**config.mk**
```make
export PLATFORM = sky130hd
export DESIGN_NAME = match_ctrl
export DESIGN_NICKNAME = d
export VERILOG_FILES = /design/src/rtl/match_ctrl.sv
export SDC_FILE = /design/constraint.sdc
export NUM_CORES = 1
export LEC_CHECK = 0
export CORE_MARGIN = 2
export CORE_UTILIZATION = 49
export DETAILED_ROUTE_END_ITERATION = 10
export PLACE_DENSITY = 0.79
export SYNTH_ARGS = -nofsm -noshare
export SYNTH_HDL_FRONTEND = slang
export SYNTH_SLANG_ARGS = --single-unit
```
**constraint.sdc**
```tcl
create_clock -name clk -period 1.9 [get_ports clk]
set_input_delay 0.38 -clock clk [delete_from_list [all_inputs] [get_ports clk]]
set_output_delay 0.38 -clock clk [all_outputs]
set_load 0.05 [all_outputs]
```
**src/rtl/match_ctrl.sv**
```systemverilog
// match_ctrl: tug-of-war match sequencer (scores, rounds, winner); CPU_PLAYER_EN replaces the right player with an LFSR.
module match_ctrl #(
  parameter int SERVE_CYCLES = 8,
  parameter int HOLD_CYCLES  = 8,
  parameter int WIN_SCORE    = 7
) (
  input  logic       clk,
  input  logic       reset,
  input  logic       new_game,
  input  logic       l_press,
  input  logic       r_press,
  input  logic       edge_l,
  input  logic       edge_r,
  output logic       l_move,
  output logic       r_move,
  output logic       field_clr,
  output logic [2:0] l_score,
  output logic [2:0] r_score,
  output logic [1:0] winner,
  output logic [6:0] hex_l,
  output logic [6:0] hex_r
);
  localparam int MAXC = SERVE_CYCLES > HOLD_CYCLES ? SERVE_CYCLES : HOLD_CYCLES;
  localparam int CW = $clog2(MAXC + 1);
  localparam logic [CW-1:0] S_END = CW'(SERVE_CYCLES - 1);
  localparam logic [CW-1:0] H_END = CW'(HOLD_CYCLES - 1);
  localparam logic [2:0] WIN = 3'(WIN_SCORE);
  typedef enum logic [2:0] {CLEAR, SERVE, PLAY, POINT, OVER} state_t;
  state_t state, state_n;
  logic [CW-1:0] cnt, cnt_n;
  logic [2:0] l_n, r_n;
  logic [1:0] win_n;
  logic lm_n, rm_n, r_in, l_only, r_only, done;
`ifdef CPU_PLAYER_EN
  logic [9:0] lfsr;
  always_ff @(posedge clk or negedge reset)
    if (!reset) lfsr <= 10'h001;
    else lfsr <= {lfsr[8:0], lfsr[9] ^ lfsr[6]};
  assign r_in = lfsr[3:0] == 4'hF;
`else
  assign r_in = r_press;
`endif
  assign l_only = l_press & ~r_in;
  assign r_only = r_in & ~l_press;
  assign done = l_score == WIN || r_score == WIN;
  always_comb begin
    state_n = state;
    cnt_n = cnt;
    l_n = l_score;
    r_n = r_score;
    win_n = winner;
    lm_n = 1'b0;
    rm_n = 1'b0;
    if (new_game) begin
      state_n = CLEAR;
      cnt_n = '0;
      l_n = '0;
      r_n = '0;
      win_n = '0;
    end else
      case (state)
        CLEAR: begin
          state_n = SERVE;
          cnt_n = '0;
        end
        SERVE: begin
          state_n = cnt == S_END ? PLAY : SERVE;
          cnt_n = cnt == S_END ? '0 : cnt + 1'b1;
        end
        PLAY:
          if (l_only && edge_l) begin
            l_n = l_score + 3'd1;
            win_n = 2'b10;
            state_n = POINT;
            cnt_n = '0;
          end else if (r_only && edge_r) begin
            r_n = r_score + 3'd1;
            win_n = 2'b01;
            state_n = POINT;
            cnt_n = '0;
          end else begin
            lm_n = l_only;
            rm_n = r_only;
          end
        POINT: begin
          state_n = cnt == H_END ? (done ? OVER : CLEAR) : POINT;
          win_n = cnt == H_END && !done ? 2'b00 : winner;
          cnt_n = cnt == H_END ? '0 : cnt + 1'b1;
        end
        default: ;
      endcase
  end
  always_ff @(posedge clk or negedge reset)
    if (!reset) begin
      state <= CLEAR;
      cnt <= '0;
      l_score <= '0;
      r_score <= '0;
      winner <= '0;
      l_move <= 1'b0;
      r_move <= 1'b0;
      field_clr <= 1'b1;
    end else begin
      state <= state_n;
      cnt <= cnt_n;
      l_score <= l_n;
      r_score <= r_n;
      winner <= win_n;
      l_move <= lm_n;
      r_move <= rm_n;
      field_clr <= state_n == CLEAR;
    end
  function automatic logic [6:0] seg(input logic [2:0] v);
    case (v)
      3'd0: seg = 7'b1000000;
      3'd1: seg = 7'b1111001;
      3'd2: seg = 7'b0100100;
      3'd3: seg = 7'b0110000;
      3'd4: seg = 7'b0011001;
      3'd5: seg = 7'b0010010;
      3'd6: seg = 7'b0000010;
      default: seg = 7'b1111000;
    endcase
  endfunction
  assign hex_l = seg(l_score);
  assign hex_r = seg(r_score);
endmodule

```
After elaboration in Yosys (flattened, before gate mapping)
Cells that the tools add are included.
{"block": "totals", "inputBits": 7, "reg_bits": 18, "word_cells": 89}
{"block": "classes", "eq_ne": 21, "reduce_logical": 19, "bitwise": 4, "addsub": 3, "n_mux": 34}
{"cell": "$pmux W7 S7", "n": 2}
{"cell": "$mux W3", "n": 12}
{"cell": "$eq A3 B3 Y1 const B", "n": 8}
{"cell": "$eq A3 B2 Y1 const B", "n": 6}
{"cell": "$mux W4", "n": 4}
{"cell": "$logic_not A3 Y1", "n": 4}
{"cell": "$pmux W3 S4", "n": 1}
{"cell": "$pmux W4 S3", "n": 1}
{"cell": "$mux W2", "n": 5}
{"cell": "$eq A3 B1 Y1 const B", "n": 3}
{"cell": "$mux W1", "n": 8}
{"cell": "$add A3 B1 Y3 const B", "n": 2}
{"cell": "$reduce_and A3 Y1", "n": 2}
{"cell": "$reduce_bool A2 Y1", "n": 3}
{"cell": "$add A4 B1 Y4 const B", "n": 1}
{"cell": "$eq A4 B3 Y1 const B", "n": 1}
{"cell": "$ne A4 B4 Y1 const B", "n": 1}
{"cell": "$pmux W2 S2", "n": 1}
{"cell": "$reduce_and A2 Y1", "n": 2}
{"cell": "$reduce_bool A4 Y1", "n": 1}
{"cell": "$logic_and A1 B1 Y1", "n": 3}
{"cell": "$ne A3 B3 Y1 const B", "n": 1}
{"cell": "$reduce_bool A3 Y1", "n": 1}
{"cell": "$and A1 B1 Y1", "n": 2}
{"cell": "5 further kinds", "n": 6}

Logic depth before layout (Yosys ltp)
{"block": "depth", "ltp_word": 8, "ltp_mapped": 5, "ltp_nobuf": 5}

Worst setup path before layout
OpenSTA, ideal clock, no wires.
{"block": "synth_timing", "path_type": "reg-to-output", "start": "reg l_score[1]", "end": "out hex_l[3]", "path_stages_with_launch": 6, "slack_ns": -1.192, "arrival_ns": 2.712, "required_ns": 1.520, "n_path_buf": 0, "cell_sequence": "dfrtp_1 > inv_1 > ha_1 > inv_1 > o21ai_0 > o21bai_1"}
{"block": "synth_via", "elab_chain_len": 2, "elab_cells_between_ends": 8, "cone_classes": "eq/ne (6); mux (1); reduce/logical (1)"}
{"element": "start: declaration", "line": "17", "source": "output logic [2:0] l_score,"}
{"element": "start signal: assignment", "line": "106", "source": "l_score <= l_n;"}
{"element": "$eq A3 B3 Y1 (tied with other cells)", "line": "114", "source": "case (v)"}
{"element": "$pmux W7 S7 (*)", "line": "114"}
{"element": "end: declaration", "line": "20", "source": "output logic [6:0] hex_l,"}
Every way passes the cells marked *; elsewhere a longest branch is shown, timed or not.

Worst setup path after layout
{"block": "layout_timing", "start": "reg r_score[1]", "end": "out hex_r[4]"}
{"block": "layout_via", "elab_chain_len": 2, "elab_cells_between_ends": 8, "cone_classes": "eq/ne (6); mux (1); reduce/logical (1)"}
{"element": "start: declaration", "line": "18", "source": "output logic [2:0] r_score,"}
{"element": "start signal: assignment", "line": "107", "source": "r_score <= r_n;"}
{"element": "$eq A3 B3 Y1 (tied with other cells)", "line": "114"}
{"element": "$pmux W7 S7 (*)", "line": "114"}
{"element": "end: declaration", "line": "21", "source": "output logic [6:0] hex_r"}
Marks and branches as above.

==> results.toml <==
[finish]
final_common_cell = "buf_4"
area_growth_pct = 80.9
fill_cells = 100
final_cell_mix = "buf_4 (36), buf_12 (14), dfrtp_1 (11)"
final_nets = 233
antenna_cells = 0
drive_gt1_share_pct = 54.7

[synth]
synthMuxAreaShare_pct = 1.57
ys_warn_count = 0
synth_top_family_by_area = "simple AND/OR/NAND/NOR gates"
synth_area_leader_cell = "dfrtp_1"
ys.flop_type = "dfrtp_1"
synthesis.nets = 170
synthDistinctLibCells = 41
synth_area_leaders = "dfrtp_1 (31%), ha_1 (12%), a21oi_1 (3.7%)"
synth_cells = 150
yosysTopAreaCellShare_pct = 31.5
synthAdderAreaFrac_pct = 12.0
synth_simple_gate_area_share_pct = 28.3
synth_edf_count = 0
netlist_area_sq_mm = 0.00135
synth-compound-area-share_pct = 19.3
ys_seq_elements = 18
synth-seq-area-share_pct = 33.4
synth_xor_area_share_pct = 0
synthArstFlopShare_pct = 100
synth_area_per_cell_sq_um = 9.01

[critical_path]
path_class = "register to primary output"
cp-startpoint = "r_score[1]"
start_kind = "register"
r2r_start = "l_score[1]"
crit_arrival_ns = 1.96
crit_path_end_kind = "primary output"
cp_max_fo = 4
cp.required_ns = 1.52

[sta]
fmax_mhz = 428
fin_skew_ns = 0.0147
setup_viol = 16
fin_crit_sh_pct = 123
hold_viol_final = 0
timing.setup.tns_ns = -2.39
timing.final.max_slew_violations = 0
rsz0062_at_grt = "yes"
fin_crit_ns = 2.34
worst_slack_ns = -0.436
whs_ns = 0.441
worst_slew_pin_slew_ns = 0.507
max_slew_margin_pct = 66.1

[place]
gp_congestion = 0.839
numPortBuffers = 31
dp_hpwl_mm = 2.83

[power]
vdd_drop_max_mv = 0.433
cellLeakagePower_nw = 0.954
power.density_mw_per_mm2 = 269

[outcome]
status = "finished, violations left"
violations = "setup timing"

[floorplan]
rows = 19
die_area_sq_mm = 0.00319
io_pins = 32
start_util_pct = 50.3
core_area_sq_mm = 0.00269
die_w_um = 56.5
die_h_um = 56.5

[clocking]
cts_tree = "yes"
clock_tree.buffer_depth = 2
clk_pin_slew_ns = 0.10
clk_latency_ns = 0.30
cts_sinks = 18
cts_buffers = 3
cts_hold_buffers = 0
htreeDepth = 1
clock-root-buffer = "clkbuf_4"

[global_route]
antenna_found_initial = 0
grt_pass1_wl_mm = 6.98
first_global_vias = 1534
grt-ovfl-total = 0
grt_usage_pct = 28.0
grt_max_degree = 19

[detailed_routing]
firstDrtPassIters = 4
vias = 1518
wl_mm = 5.16
drt_iter0_drc = 94
route.detailed.drc = 0
vias_per_cell = 6.25
ant_nets = 0
wl_per_cell_um = 21.2

[job]
cap_viol_max_count = 0

[hold_path]
hold_path_class = "primary input to async pin"
-- what timing repair did --
| item | in CTS | in global routing |
|---|---|---|
| endpoints found under the hold margin | 0 | 0 |
| setup endpoints to repair | 14 | 16 |
| cloned | 0 | 0 |
| resized for setup | 35 | 15 |
| pin swaps | 15 | 9 |
| buffers inserted | 9 | 6 |
-- report_power, final --
group | internal (mW) | total [mW] | switching, mW | leakage [nW]
combinational | 0.0278 | 0.0675 | 0.0397 | 0.704
sequential | 0.388 | 0.393 | 0.00556 | 0.234
clock | 0.0819 | 0.197 | 0.116 | 0.0150
total | 0.497 | 0.658 | 0.161 | 0.954
-- per-layer routing --
metal | routed length (um) | GRT usage, %
met1 | 1970 | 33.7
met2 | 2760 | 51.0
met4 | 155 | 11.6
met5 | 0 | 0
met3 | 274 | 1.84
-- synth_stat cells, types with 2 or more instances --
master      n
dfrtp_1    17
ha_1       13
inv_1      11
a21oi_1    10
nand3_1    10
nor2_1      9
nand2_1     7
nor2b_1     6
nor3_1      6
o21ai_1     5
clkbuf_1    4
o21a_1      4
o21ai_0     4
a31oi_1     3
nand3b_1    3
nand4bb_1   3
o2111ai_1   3
o21bai_1    3
or3_1       3
a311oi_1    2
and3b_1     2
and4bb_2    2
nand4_1     2
-- registers in the layout, indices dropped and copies added (netlist names) --
name and count:
cnt 4, state 3, winner 2, r_score 3, field_clr 1, l_move 1
l_score 3, r_move 1
-- kinds of logic (layout without fill, tap and decap cells) --
logic type / Yosys count / in the layout
simple gates: 60 / 60
compound gates: 40 / 40
flops: 18 / 18
buf+inv: 17 / 79
fa+ha+maj: 13 / 13
mux: 2 / 2
-- critical path, cell delays in order (launching register included) --
cell and delay, ns:
dfrtp_4 0.53, ha_4 0.17, or3_4 0.36, o211a_1 0.25
a31oi_4 0.18, buf_12 0.16
-- area by class of cell --
cell class	count	area (sq um)	area share [%]
tap	31	38.8	1.59
sequential	18	462	18.9
clock buffer	4	26.3	1.07
timing repair buffer	64	698	28.6
inverter	11	53.8	2.20
multi-input combinational	115	1170	47.7
-- through the flow --
step | instances | area, sq um | setup slack, ns | total power [mW] | util [%]
final | 243 | 2440 | -0.436 | 0.658 | 91.0
after global routing | 243 | 2440 | -0.458 | 0.677 | 91.0
after CTS | 237 | 2340 | -0.418 | 0.654 | 87.1
after detailed placement | 224 | 2080 | -0.130 | 0.465 | 77.4
after global placement | 224 | 2080 | -0.0816 | 0.462 | 77.4
after floorplan | 150 | 1510 | -0.312 | 0.426 | -
-- path summary, 6_finish.rpt --
path,endpoint,slack [ns],depth (start not counted)
min in group clk,cnt[1],0.57,2
hold reg to reg,cnt[1],0.57,2
setup / recovery,hex_r[4],-0.44,5
setup reg to reg,field_clr,-0.03,5
max in group asynchronous,field_clr,1.19,2
hold / removal,l_score[1],0.44,2
No activity file was read; power rests on OpenSTA's default activity.
